File: config.mk
export PLATFORM = sky130hd
export DESIGN_NAME = systolic_sequencer_flat
export DESIGN_NICKNAME = d
export VERILOG_FILES = /design/src/rtl/systolic_sequencer_if.sv /design/src/rtl/systolic_sequencer.sv /design/src/flat_wrapper.sv
export SDC_FILE = /design/constraint.sdc
export NUM_CORES = 1
export LEC_CHECK = 0
export ABC_CLOCK_PERIOD_IN_PS = 1700
export CORE_ASPECT_RATIO = 1.25
export CORE_UTILIZATION = 56
export CTS_CLUSTER_DIAMETER = 100
export CTS_CLUSTER_SIZE = 28
export DETAILED_ROUTE_END_ITERATION = 8
export DONT_BUFFER_PORTS = 1
export PLACE_DENSITY = 0.81
export SETUP_SLACK_MARGIN = 0.5
export SLEW_MARGIN = 5
export SYNTH_ARGS = -nofsm -noshare
export SYNTH_HDL_FRONTEND = slang
export SYNTH_SLANG_ARGS = --single-unit
File: constraint.sdc
create_clock -name clk -period 1.7 [get_ports clk]
set_input_delay 0.34 -clock clk [delete_from_list [all_inputs] [get_ports clk]]
set_output_delay 0.34 -clock clk [all_outputs]
set_load 0.02 [all_outputs]
File: src/rtl/systolic_sequencer_if.sv
// Host/array signal bundle for systolic_sequencer.
// master = sequencer side, slave = host pins plus array instance.
interface systolic_sequencer_if #(
    parameter int N = 8
);
    logic         start;
    logic [7:0]   k_len;
    logic         mode_xor;
    logic         in_valid;
    logic         in_ready;
    logic [N-1:0] in_a;
    logic [N-1:0] in_b;
    logic         out_valid;
    logic         out_ready;
    logic [N-1:0] out_data;
    logic         out_last;
    logic         busy;
    logic         done;
    logic         arr_clear;
    logic         arr_in_valid;
    logic         arr_readout;
    logic         arr_usexor;
    logic [N-1:0] arr_in1;
    logic [N-1:0] arr_in2;
    logic [N-1:0] arr_out;

    modport master (
        input  start, k_len, mode_xor, in_valid, in_a, in_b, out_ready, arr_out,
        output in_ready, out_valid, out_data, out_last, busy, done,
               arr_clear, arr_in_valid, arr_readout, arr_usexor, arr_in1, arr_in2
    );

    modport slave (
        output start, k_len, mode_xor, in_valid, in_a, in_b, out_ready, arr_out,
        input  in_ready, out_valid, out_data, out_last, busy, done,
               arr_clear, arr_in_valid, arr_readout, arr_usexor, arr_in1, arr_in2
    );
endinterface

File: src/rtl/systolic_sequencer.sv
// Runs one clear/load/drain/readout job on the N x N bit systolic array.
// SEQ_SKEW_EN adds a diagonal skew stage on the operand buses and lengthens the drain by N-1.
module systolic_sequencer #(
    parameter int N     = 8,
    parameter int DRAIN = 14
) (
    input  logic                 clk,
    input  logic                 rst_n,
    systolic_sequencer_if.master bus
);
`ifdef SEQ_SKEW_EN
    localparam int DRAIN_EFF = DRAIN + N - 1;
`else
    localparam int DRAIN_EFF = DRAIN;
`endif
    localparam int DW = $clog2(DRAIN_EFF + 1);
    localparam int RW = (N > 1) ? $clog2(N) : 1;

    typedef enum logic [2:0] {
        S_IDLE, S_CLEAR, S_LOAD, S_DRAIN, S_PRIME, S_READ, S_WAIT
    } state_t;

    state_t        r_state;
    logic [7:0]    r_k;
    logic [7:0]    r_pair_cnt;
    logic [DW-1:0] r_drain_cnt;
    logic [RW-1:0] r_row;
    logic          r_out_valid;
    logic          r_out_last;
    logic [N-1:0]  r_out_data;
    logic          r_busy;
    logic          r_done;
    logic          r_arr_clear;
    logic          r_arr_in_valid;
    logic          r_arr_usexor;
    logic [N-1:0]  r_op1;
    logic [N-1:0]  r_op2;

    logic w_in_ready;
    logic w_accept;
    logic w_rd_fire;

    // in_ready is decoded from the count so it falls right after the k-th handshake.
    assign w_in_ready = (r_state == S_LOAD) && (r_pair_cnt != r_k);
    assign w_accept   = w_in_ready && bus.in_valid;
    assign w_rd_fire  = (r_state == S_READ) && (!r_out_valid || bus.out_ready);

    always_ff @(posedge clk or negedge rst_n) begin
        if (!rst_n) begin
            r_state        <= S_IDLE;
            r_k            <= 8'd0;
            r_pair_cnt     <= 8'd0;
            r_drain_cnt    <= '0;
            r_row          <= '0;
            r_out_valid    <= 1'b0;
            r_out_last     <= 1'b0;
            r_out_data     <= '0;
            r_busy         <= 1'b0;
            r_done         <= 1'b0;
            r_arr_clear    <= 1'b0;
            r_arr_in_valid <= 1'b0;
            r_arr_usexor   <= 1'b0;
            r_op1          <= '0;
            r_op2          <= '0;
        end else begin
            // Strobes and operand buses idle at zero unless a state drives them.
            r_arr_clear    <= 1'b0;
            r_arr_in_valid <= 1'b0;
            r_op1          <= '0;
            r_op2          <= '0;
            r_done         <= 1'b0;
            case (r_state)
                S_IDLE: begin
                    if (bus.start) begin
                        r_k          <= (bus.k_len == 8'd0) ? 8'd1 : bus.k_len;
                        r_arr_usexor <= bus.mode_xor;
                        r_pair_cnt   <= 8'd0;
                        r_arr_clear  <= 1'b1;
                        r_busy       <= 1'b1;
                        r_state      <= S_CLEAR;
                    end
                end
                S_CLEAR: r_state <= S_LOAD;
                S_LOAD: begin
                    if (w_accept) begin
                        r_op1          <= bus.in_a;
                        r_op2          <= bus.in_b;
                        r_arr_in_valid <= 1'b1;
                        r_pair_cnt     <= r_pair_cnt + 8'd1;
                        if (r_pair_cnt + 8'd1 == r_k) begin
                            r_drain_cnt <= '0;
                            r_state     <= S_DRAIN;
                        end
                    end
                end
                S_DRAIN: begin
                    // First DRAIN cycle presents the last pair; DRAIN_EFF zero strobes follow.
                    if (r_drain_cnt == DW'(DRAIN_EFF)) begin
                        r_state <= S_PRIME;
                    end else begin
                        r_arr_in_valid <= 1'b1;
                        r_drain_cnt    <= r_drain_cnt + DW'(1);
                    end
                end
                S_PRIME: begin
                    r_row   <= '0;
                    r_state <= S_READ;
                end
                S_READ: begin
                    if (w_rd_fire) begin
                        r_out_data  <= bus.arr_out;
                        r_out_valid <= 1'b1;
                        r_out_last  <= (r_row == RW'(N - 1));
                        if (r_row == RW'(N - 1)) begin
                            r_state <= S_WAIT;
                        end else begin
                            r_row <= r_row + RW'(1);
                        end
                    end
                end
                S_WAIT: begin
                    if (bus.out_ready) begin
                        r_out_valid <= 1'b0;
                        r_out_last  <= 1'b0;
                        r_done      <= 1'b1;
                        r_busy      <= 1'b0;
                        r_state     <= S_IDLE;
                    end
                end
                default: r_state <= S_IDLE;
            endcase
        end
    end

    assign bus.in_ready     = w_in_ready;
    assign bus.out_valid    = r_out_valid;
    assign bus.out_data     = r_out_data;
    assign bus.out_last     = r_out_last;
    assign bus.busy         = r_busy;
    assign bus.done         = r_done;
    assign bus.arr_clear    = r_arr_clear;
    assign bus.arr_in_valid = r_arr_in_valid;
    // Readout depends on out_ready this cycle, so a held output never drops a row.
    assign bus.arr_readout  = (r_state == S_PRIME) || w_rd_fire;
    assign bus.arr_usexor   = r_arr_usexor;

`ifdef SEQ_SKEW_EN
    for (genvar gi = 0; gi < N; gi++) begin : g_skew
        if (gi == 0) begin : g_direct
            assign bus.arr_in1[gi] = r_op1[gi];
            assign bus.arr_in2[gi] = r_op2[gi];
        end else begin : g_delay
            logic r_sr1 [gi];
            logic r_sr2 [gi];
            always_ff @(posedge clk or negedge rst_n) begin
                if (!rst_n) begin
                    for (int s = 0; s < gi; s++) begin
                        r_sr1[s] <= 1'b0;
                        r_sr2[s] <= 1'b0;
                    end
                end else if (r_arr_in_valid) begin
                    r_sr1[0] <= r_op1[gi];
                    r_sr2[0] <= r_op2[gi];
                    for (int s = 1; s < gi; s++) begin
                        r_sr1[s] <= r_sr1[s-1];
                        r_sr2[s] <= r_sr2[s-1];
                    end
                end
            end
            assign bus.arr_in1[gi] = r_arr_in_valid & r_sr1[gi-1];
            assign bus.arr_in2[gi] = r_arr_in_valid & r_sr2[gi-1];
        end
    end
`else
    assign bus.arr_in1 = r_op1;
    assign bus.arr_in2 = r_op2;
`endif
endmodule

File: src/flat_wrapper.sv
// flat-port wrapper written by rule: the top's interface ports become plain ports
module systolic_sequencer_flat 
#(
    parameter int N     = 8,
    parameter int DRAIN = 14
)
  (clk, rst_n, bus_start, bus_k_len, bus_mode_xor, bus_in_valid, bus_in_a, bus_in_b, bus_out_ready, bus_arr_out, bus_in_ready, bus_out_valid, bus_out_data, bus_out_last, bus_busy, bus_done, bus_arr_clear, bus_arr_in_valid, bus_arr_readout, bus_arr_usexor, bus_arr_in1, bus_arr_in2);
  systolic_sequencer_if #(.N(N)) bus_i ();
  input  logic clk;
  input  logic rst_n;
  input wire logic [$bits(bus_i.start)-1:0] bus_start;
  input wire logic [$bits(bus_i.k_len)-1:0] bus_k_len;
  input wire logic [$bits(bus_i.mode_xor)-1:0] bus_mode_xor;
  input wire logic [$bits(bus_i.in_valid)-1:0] bus_in_valid;
  input wire logic [$bits(bus_i.in_a)-1:0] bus_in_a;
  input wire logic [$bits(bus_i.in_b)-1:0] bus_in_b;
  input wire logic [$bits(bus_i.out_ready)-1:0] bus_out_ready;
  input wire logic [$bits(bus_i.arr_out)-1:0] bus_arr_out;
  output wire logic [$bits(bus_i.in_ready)-1:0] bus_in_ready;
  output wire logic [$bits(bus_i.out_valid)-1:0] bus_out_valid;
  output wire logic [$bits(bus_i.out_data)-1:0] bus_out_data;
  output wire logic [$bits(bus_i.out_last)-1:0] bus_out_last;
  output wire logic [$bits(bus_i.busy)-1:0] bus_busy;
  output wire logic [$bits(bus_i.done)-1:0] bus_done;
  output wire logic [$bits(bus_i.arr_clear)-1:0] bus_arr_clear;
  output wire logic [$bits(bus_i.arr_in_valid)-1:0] bus_arr_in_valid;
  output wire logic [$bits(bus_i.arr_readout)-1:0] bus_arr_readout;
  output wire logic [$bits(bus_i.arr_usexor)-1:0] bus_arr_usexor;
  output wire logic [$bits(bus_i.arr_in1)-1:0] bus_arr_in1;
  output wire logic [$bits(bus_i.arr_in2)-1:0] bus_arr_in2;
  assign bus_i.start = bus_start;
  assign bus_i.k_len = bus_k_len;
  assign bus_i.mode_xor = bus_mode_xor;
  assign bus_i.in_valid = bus_in_valid;
  assign bus_i.in_a = bus_in_a;
  assign bus_i.in_b = bus_in_b;
  assign bus_i.out_ready = bus_out_ready;
  assign bus_i.arr_out = bus_arr_out;
  assign bus_in_ready = bus_i.in_ready;
  assign bus_out_valid = bus_i.out_valid;
  assign bus_out_data = bus_i.out_data;
  assign bus_out_last = bus_i.out_last;
  assign bus_busy = bus_i.busy;
  assign bus_done = bus_i.done;
  assign bus_arr_clear = bus_i.arr_clear;
  assign bus_arr_in_valid = bus_i.arr_in_valid;
  assign bus_arr_readout = bus_i.arr_readout;
  assign bus_arr_usexor = bus_i.arr_usexor;
  assign bus_arr_in1 = bus_i.arr_in1;
  assign bus_arr_in2 = bus_i.arr_in2;
  systolic_sequencer #(.N(N), .DRAIN(DRAIN)) u_core (.clk(clk), .rst_n(rst_n), .bus(bus_i));
endmodule
# Yosys cells after proc, flatten, opt, wreduce, memory -nomap -nowiden
# Index checks and enable logic that the tools add are counted.
# word_totals
wordCells	95
output_inout_bits	33
ff_bits	57
# op_classes
n_reduce_logical	21
n_eq_ne	19
n_mux	37
n_addsub	3
# ops
op	n
$mux 8	7
$mux 3	9
$pmux 3 s7	1
$pmux 8 s2	1
$eq 3x3->1 const B	4
$mux 4	3
$ne 2x2->1 const B	6
$reduce_and 3->1	4
$mux 1	10
$reduce_bool 2->1	5
$add 8x1->8 const B	1
$eq 8x8->1	1
$logic_not 8->1	1
$ne 8x8->1	1
$pmux 1 s2	4
$pmux 4 s2	1
$reduce_and 7->1	1
$eq 3x2->1 const B	2
$ne 2x1->1 const B	3
$pmux 3 s2	1
$add 4x1->4 const B	1
$eq 4x4->1 const B	1
$reduce_and 2->1	2
$reduce_and 4->1	1
6 further kinds	9

# Logic depth before layout (Yosys ltp)
# depth
ltp_word	5
ltp_mapped	8

# Worst setup path before layout
# Ideal clock, no wire load.
# synth_timing
path_type	register to register
startpoint	register u_core.r_state[1]
endpoint	register u_core.r_pair_cnt[6]
n_path_buf	1
path_stages_with_launch	7
t_arrival_ns	1.701
setup_time_ns	0.125
synth_period_minus_slack_ns	1.825
path_slack_ns	-0.125
cell_sequence	dfrtp_1 buf_2 nor3b_1 and2_1 o21ai_2 nor3_1 mux2_2
# synth_between
elab_chain_len	5
word_cells_on_any_way	9
classes_between	eq/ne (3); mux (1); reduce/logical (5)
# synth_lines
element	line	text
start, declared	systolic_sequencer.sv:23	state_t r_state;
start signal, assigned	systolic_sequencer.sv:50	r_state <= S_IDLE;
start signal, assigned	systolic_sequencer.sv:80	r_state <= S_CLEAR;
start signal, assigned	systolic_sequencer.sv:83	S_CLEAR: r_state <= S_LOAD;
$eq 3x2->1	systolic_sequencer.sv:44, systolic_sequencer.sv:72	
$logic_and 1x1->1	systolic_sequencer.sv:44	assign w_in_ready = (r_state == S_LOAD) && (r_pair_cnt != r_k);
$logic_and 1x1->1	systolic_sequencer.sv:45	assign w_accept = w_in_ready && bus.in_valid;
$ne 2x1->1 (no line)	n/a	
$reduce_and 3->1 (no line)	n/a	
end signal, assigned	systolic_sequencer.sv:89	r_pair_cnt <= r_pair_cnt + 8'd1;
end, declared	systolic_sequencer.sv:25	logic [7:0] r_pair_cnt;
# Several ways; a longest one is shown, not always the timed one.
# A chain may end at the register's enable or synchronous reset.

# Final worst setup path
# layout_timing
startpoint	register u_core.r_pair_cnt[5]
endpoint	register u_core.r_drain_cnt[0]
# layout_between
elab_chain_len	5
word_cells_on_any_way	8
classes_between	add/sub (1); eq/ne (4); reduce/logical (3)
# layout_lines
element	line	text
parallel branches: the longest is 4 deep, another holds $add 8x1->8	n/a	
$reduce_and 4->1 (no line) *	n/a	
end signal, assigned	systolic_sequencer.sv:102	r_drain_cnt <= r_drain_cnt + DW'(1);
end, declared	systolic_sequencer.sv:26	logic [DW-1:0] r_drain_cnt;
# Every way passes the cells marked *.

==> results.md <==
* Critical path class: reg -> reg
* Critical Path Sink Type: flop
* Final Power at around 7800 uW
* Minimum clock period at ~2100 ps
* Final-report setup violation count at 31
* Final Skew at approximately 11 ps
* Failing checks: hold timing, setup timing
* XOR/XNOR share of the synthesized area at under 10%
* Worst-path clk slew at approximately 70 ps
* Vias in the first global route at around 2400
* CP required at between 1500 and 2000 ps
* Grt met2 use at between 50% and 60%
* Maximum root-to-sink buffer count at 2
* Seq/Total Area, Yosys at a little over half
* I/O Pins at between 70 and 80
* Slew of the pin with the lowest slew margin at 345.7 ps
* DR vias at ~2500
* Clock Tree Root: clkbuf_8
* Post-Route Utilization at 88.34%
* Fin worst setup slack at -394.2 ps
* Syn Area/Cell at roughly 11 sq um
* Die Y at around 80 microns
* Worst hold slack at -327.5 ps
* Final Cycle Share at 123.2%
* Drt pass-1 iters at 5
* Buffers added on ports at 0
* DR iter-0 viols at roughly 330
* Aggregate global routing overflow at 0
* Final setup TNS at -5765 ps
* Synth Area in Compound Gates at a little under an eighth
* Die area at approximately 5100 sq um
* Detailed Place HPWL at between 4 and 5 mm
* Via/cell ratio at approximately 6.5
* Clk Latency, worst-skew pair at about 350 ps
* Pwr Density at slightly below 2000 nW/um^2
* Startpoint Class: flop
* RSZ-0062 raised after global routing: true
* TritonCTS clock tree: done
* Antenna viol nets, final at 0
* Final Hold Fails at 57
* Global Route met3 Usage at between 10% and 20%
* Adder-cell share of the synthesized area at 2.323%
* CTS Buf Count at 9
* Final Max Slew Viols at 0
* Met1 usage at 39.39%
* Fmax at ~0.48 GHz
* Status: complete, but fails checks
* Synth Register Bits at between 50 and 60
* N_diodes at 0
* Syn Inst Count at around 250
* Critical Path AT at ~2300 ps
* Nets@finish at about 360
* First-pass GRT wire length at approximately 12 mm
* P&R area growth vs syn at 48.51%
* Die X at around 64 microns
* Leakage at 0.001800 uW
* CORE AREA at between 4000 and 5000 sq um
* Drt drc at 0
* Mux contribution to synthesized area at a little under 8%
* Largest net degree at the start of global routing at 58
* Mapped cell area at around 2700 sq um
* Yosys warns at 0
* Syn nets at approximately 290
* Num Clock Sinks at 57
* Worst Path Max Fanout at 5
* GRT Util Overall at roughly a third
* DR WL/cell at about 25 microns
* Initial Util at between 50% and 60%
* Synth cell types at 41
* Cells after DPL at roughly 320
* Non-filler cells, final at 378
* Min-delay worst type: in -> async
* Post-Synth Simple-Gate Area at between 10% and 20%
* Combinational family with the most area after synthesis: simple AND/OR/NAND/NOR gates
* Gr busiest metal: met2
* Layout cells sized above 1 at a little over half
* WL final at between 9 and 10 mm
* H-tree levels at 3
* GPL Wtd Cong at 0.8990
* Initial antenna violation count at 0
* Worst ir drop on vdd at between 1 and 1.5 mV
* Slew margin rel. at 76.87%
* Core Rows at 27
* Max Cap Violations at 0
layer usage:
| layer | wire length (microns) | part of all wire (%) |
|---|---|---|
| met1 | 3391 | 36 |
| met2 | 4790 | 51 |
| met3 | 737 | 7.8 |
| met4 | 536 | 5.7 |
| met5 | 0 | 0 |
synth_stat cells, drive strengths merged:
cell	count	area share [%]
nand4b	1	0.33
nor2	20	2.8
xor2	5	1.6
nand2b	7	1.6
a21o	3	0.84
or3b	1	0.33
nor3b	2	0.56
nand3	7	1.3
inv	5	0.70
o21ai	7	1.4
dfrtp	57	53
a2bb2oi	1	0.33
mux2	19	7.9
a21oi	14	2.6
a21bo	1	0.37
o21a	2	0.56
o211ai	5	1.4
buf	6	1.2
a22o	6	2.0
o32a	1	0.37
xnor2	12	3.9
a31oi	2	0.46
a2111o	1	0.42
clkbuf	5	0.74
nand3b	2	0.56
nand4	3	0.70
o31ai	1	0.28
or3	2	0.46
or4	1	0.28
and2	17	3.9
nor2b	4	0.93
nor4	1	0.23
ha	5	2.3
nor3	5	1.3
o22ai	1	0.23
nand2	12	1.7
a21boi	1	0.28
through the flow:
step           hold WS, ps  instance area (sq um)  setup slack, ps
3_3_place_gp         45.81                   3163           -34.60
2_1_floorplan        44.41                   2952            36.34
3_5_place_dp         46.18                   3163           -104.4
5_1_grt             -339.3                   3999           -359.1
4_1_cts             -321.7                   3825           -185.4
6_report            -327.5                   3999           -394.2
cell type report:
cell class,instances,area (sq um)
clock inverter,2,35.03
tap,58,72.57
multi-input combinational,173,1592
fill,191,528.0
inverter,5,18.77
timing repair buffer,69,661.9
sequential,57,1436
clock buffer,14,182.7
cells in the final DEF, fill, tap and decap left out, drive strengths merged, types with 4 or more instances in the layout:
| master | Yosys | final |
|---|---|---|
| xnor2 | 12 | 12 |
| inv | 5 | 5 |
| o21ai | 7 | 7 |
| nor2b | 4 | 4 |
| xor2 | 5 | 5 |
| clkbuf | 5 | 14 |
| buf | 6 | 69 |
| a21oi | 14 | 14 |
| o211ai | 5 | 5 |
| ha | 5 | 5 |
| nand2b | 7 | 7 |
| dfrtp | 57 | 57 |
| nor2 | 20 | 20 |
| mux2 | 19 | 19 |
| nand3 | 7 | 7 |
| a22o | 6 | 6 |
| nor3 | 5 | 5 |
| and2 | 17 | 17 |
| nand2 | 12 | 12 |
power by group:
part           leakage (uW)  internal, uW  switching, uW  total, uW
registers          0.000693          1840            780       2620
clock network      0.000113           836            567       1400
logic              0.000994          2110           1720       3820
total               0.00180          4780           3060       7840
critical path: stages, from the launching register on:
cell      delay, ps
dfrtp_1         410
buf_4           150
nand4_1         200
or3_1           440
o211ai_1        310
a21bo_2         290
a31oi_1         140
flip-flops by register name, indices dropped and copies added (netlist names):
| signal | cells |
|---|---|
| u_core.bus.arr_clear | 1 |
| u_core.bus.arr_in1 | 8 |
| u_core.bus.arr_in2 | 8 |
| u_core.bus.arr_in_valid | 1 |
| u_core.bus.arr_usexor | 1 |
| u_core.bus.busy | 1 |
| u_core.bus.done | 1 |
| u_core.bus.out_data | 8 |
| u_core.bus.out_last | 1 |
| u_core.bus.out_valid | 1 |
| u_core.r_drain_cnt | 4 |
| u_core.r_k | 8 |
| u_core.r_pair_cnt | 8 |
| u_core.r_row | 3 |
| u_core.r_state | 3 |
worst paths after layout:
| path | from | end | slack, ps | cells after the start |
|---|---|---|---|---|
| max | u_core.r_pair_cnt[5] | u_core.r_drain_cnt[0] | -390 | 6 |
| max in group asynchronous | rst_n | u_core.bus.out_valid | 1930 | 0 |
| max reg2reg | u_core.r_pair_cnt[5] | u_core.r_drain_cnt[0] | -390 | 6 |
| min in group clk | bus_in_a[3] | u_core.bus.arr_in1[3] | 130 | 1 |
| min reg2reg | u_core.r_k[3] | u_core.r_k[3] | 600 | 1 |
| min | rst_n | u_core.r_k[5] | -330 | 0 |
what timing repair did:
action | in CTS | in global routing
setup buffers | 25 | 10
endpoints found under the hold margin | 57 | 57
pin swaps | 17 | 19
gates resized for setup | 52 | 26
setup endpoints to repair | 55 | 58
cloned | 3 | 0
kinds of logic (layout without fill, tap and decap cells):
family	after synthesis	count (layout)
flip-flops	57	57
AO/OA/AOI/OAI	46	47
buffers and inverters	16	90
multiplexers	19	19
XOR/XNOR	17	17
adder cells (fa/ha/maj)	5	5
AND/OR/NAND/NOR	85	85
Power figures use the tool's default switching activity.
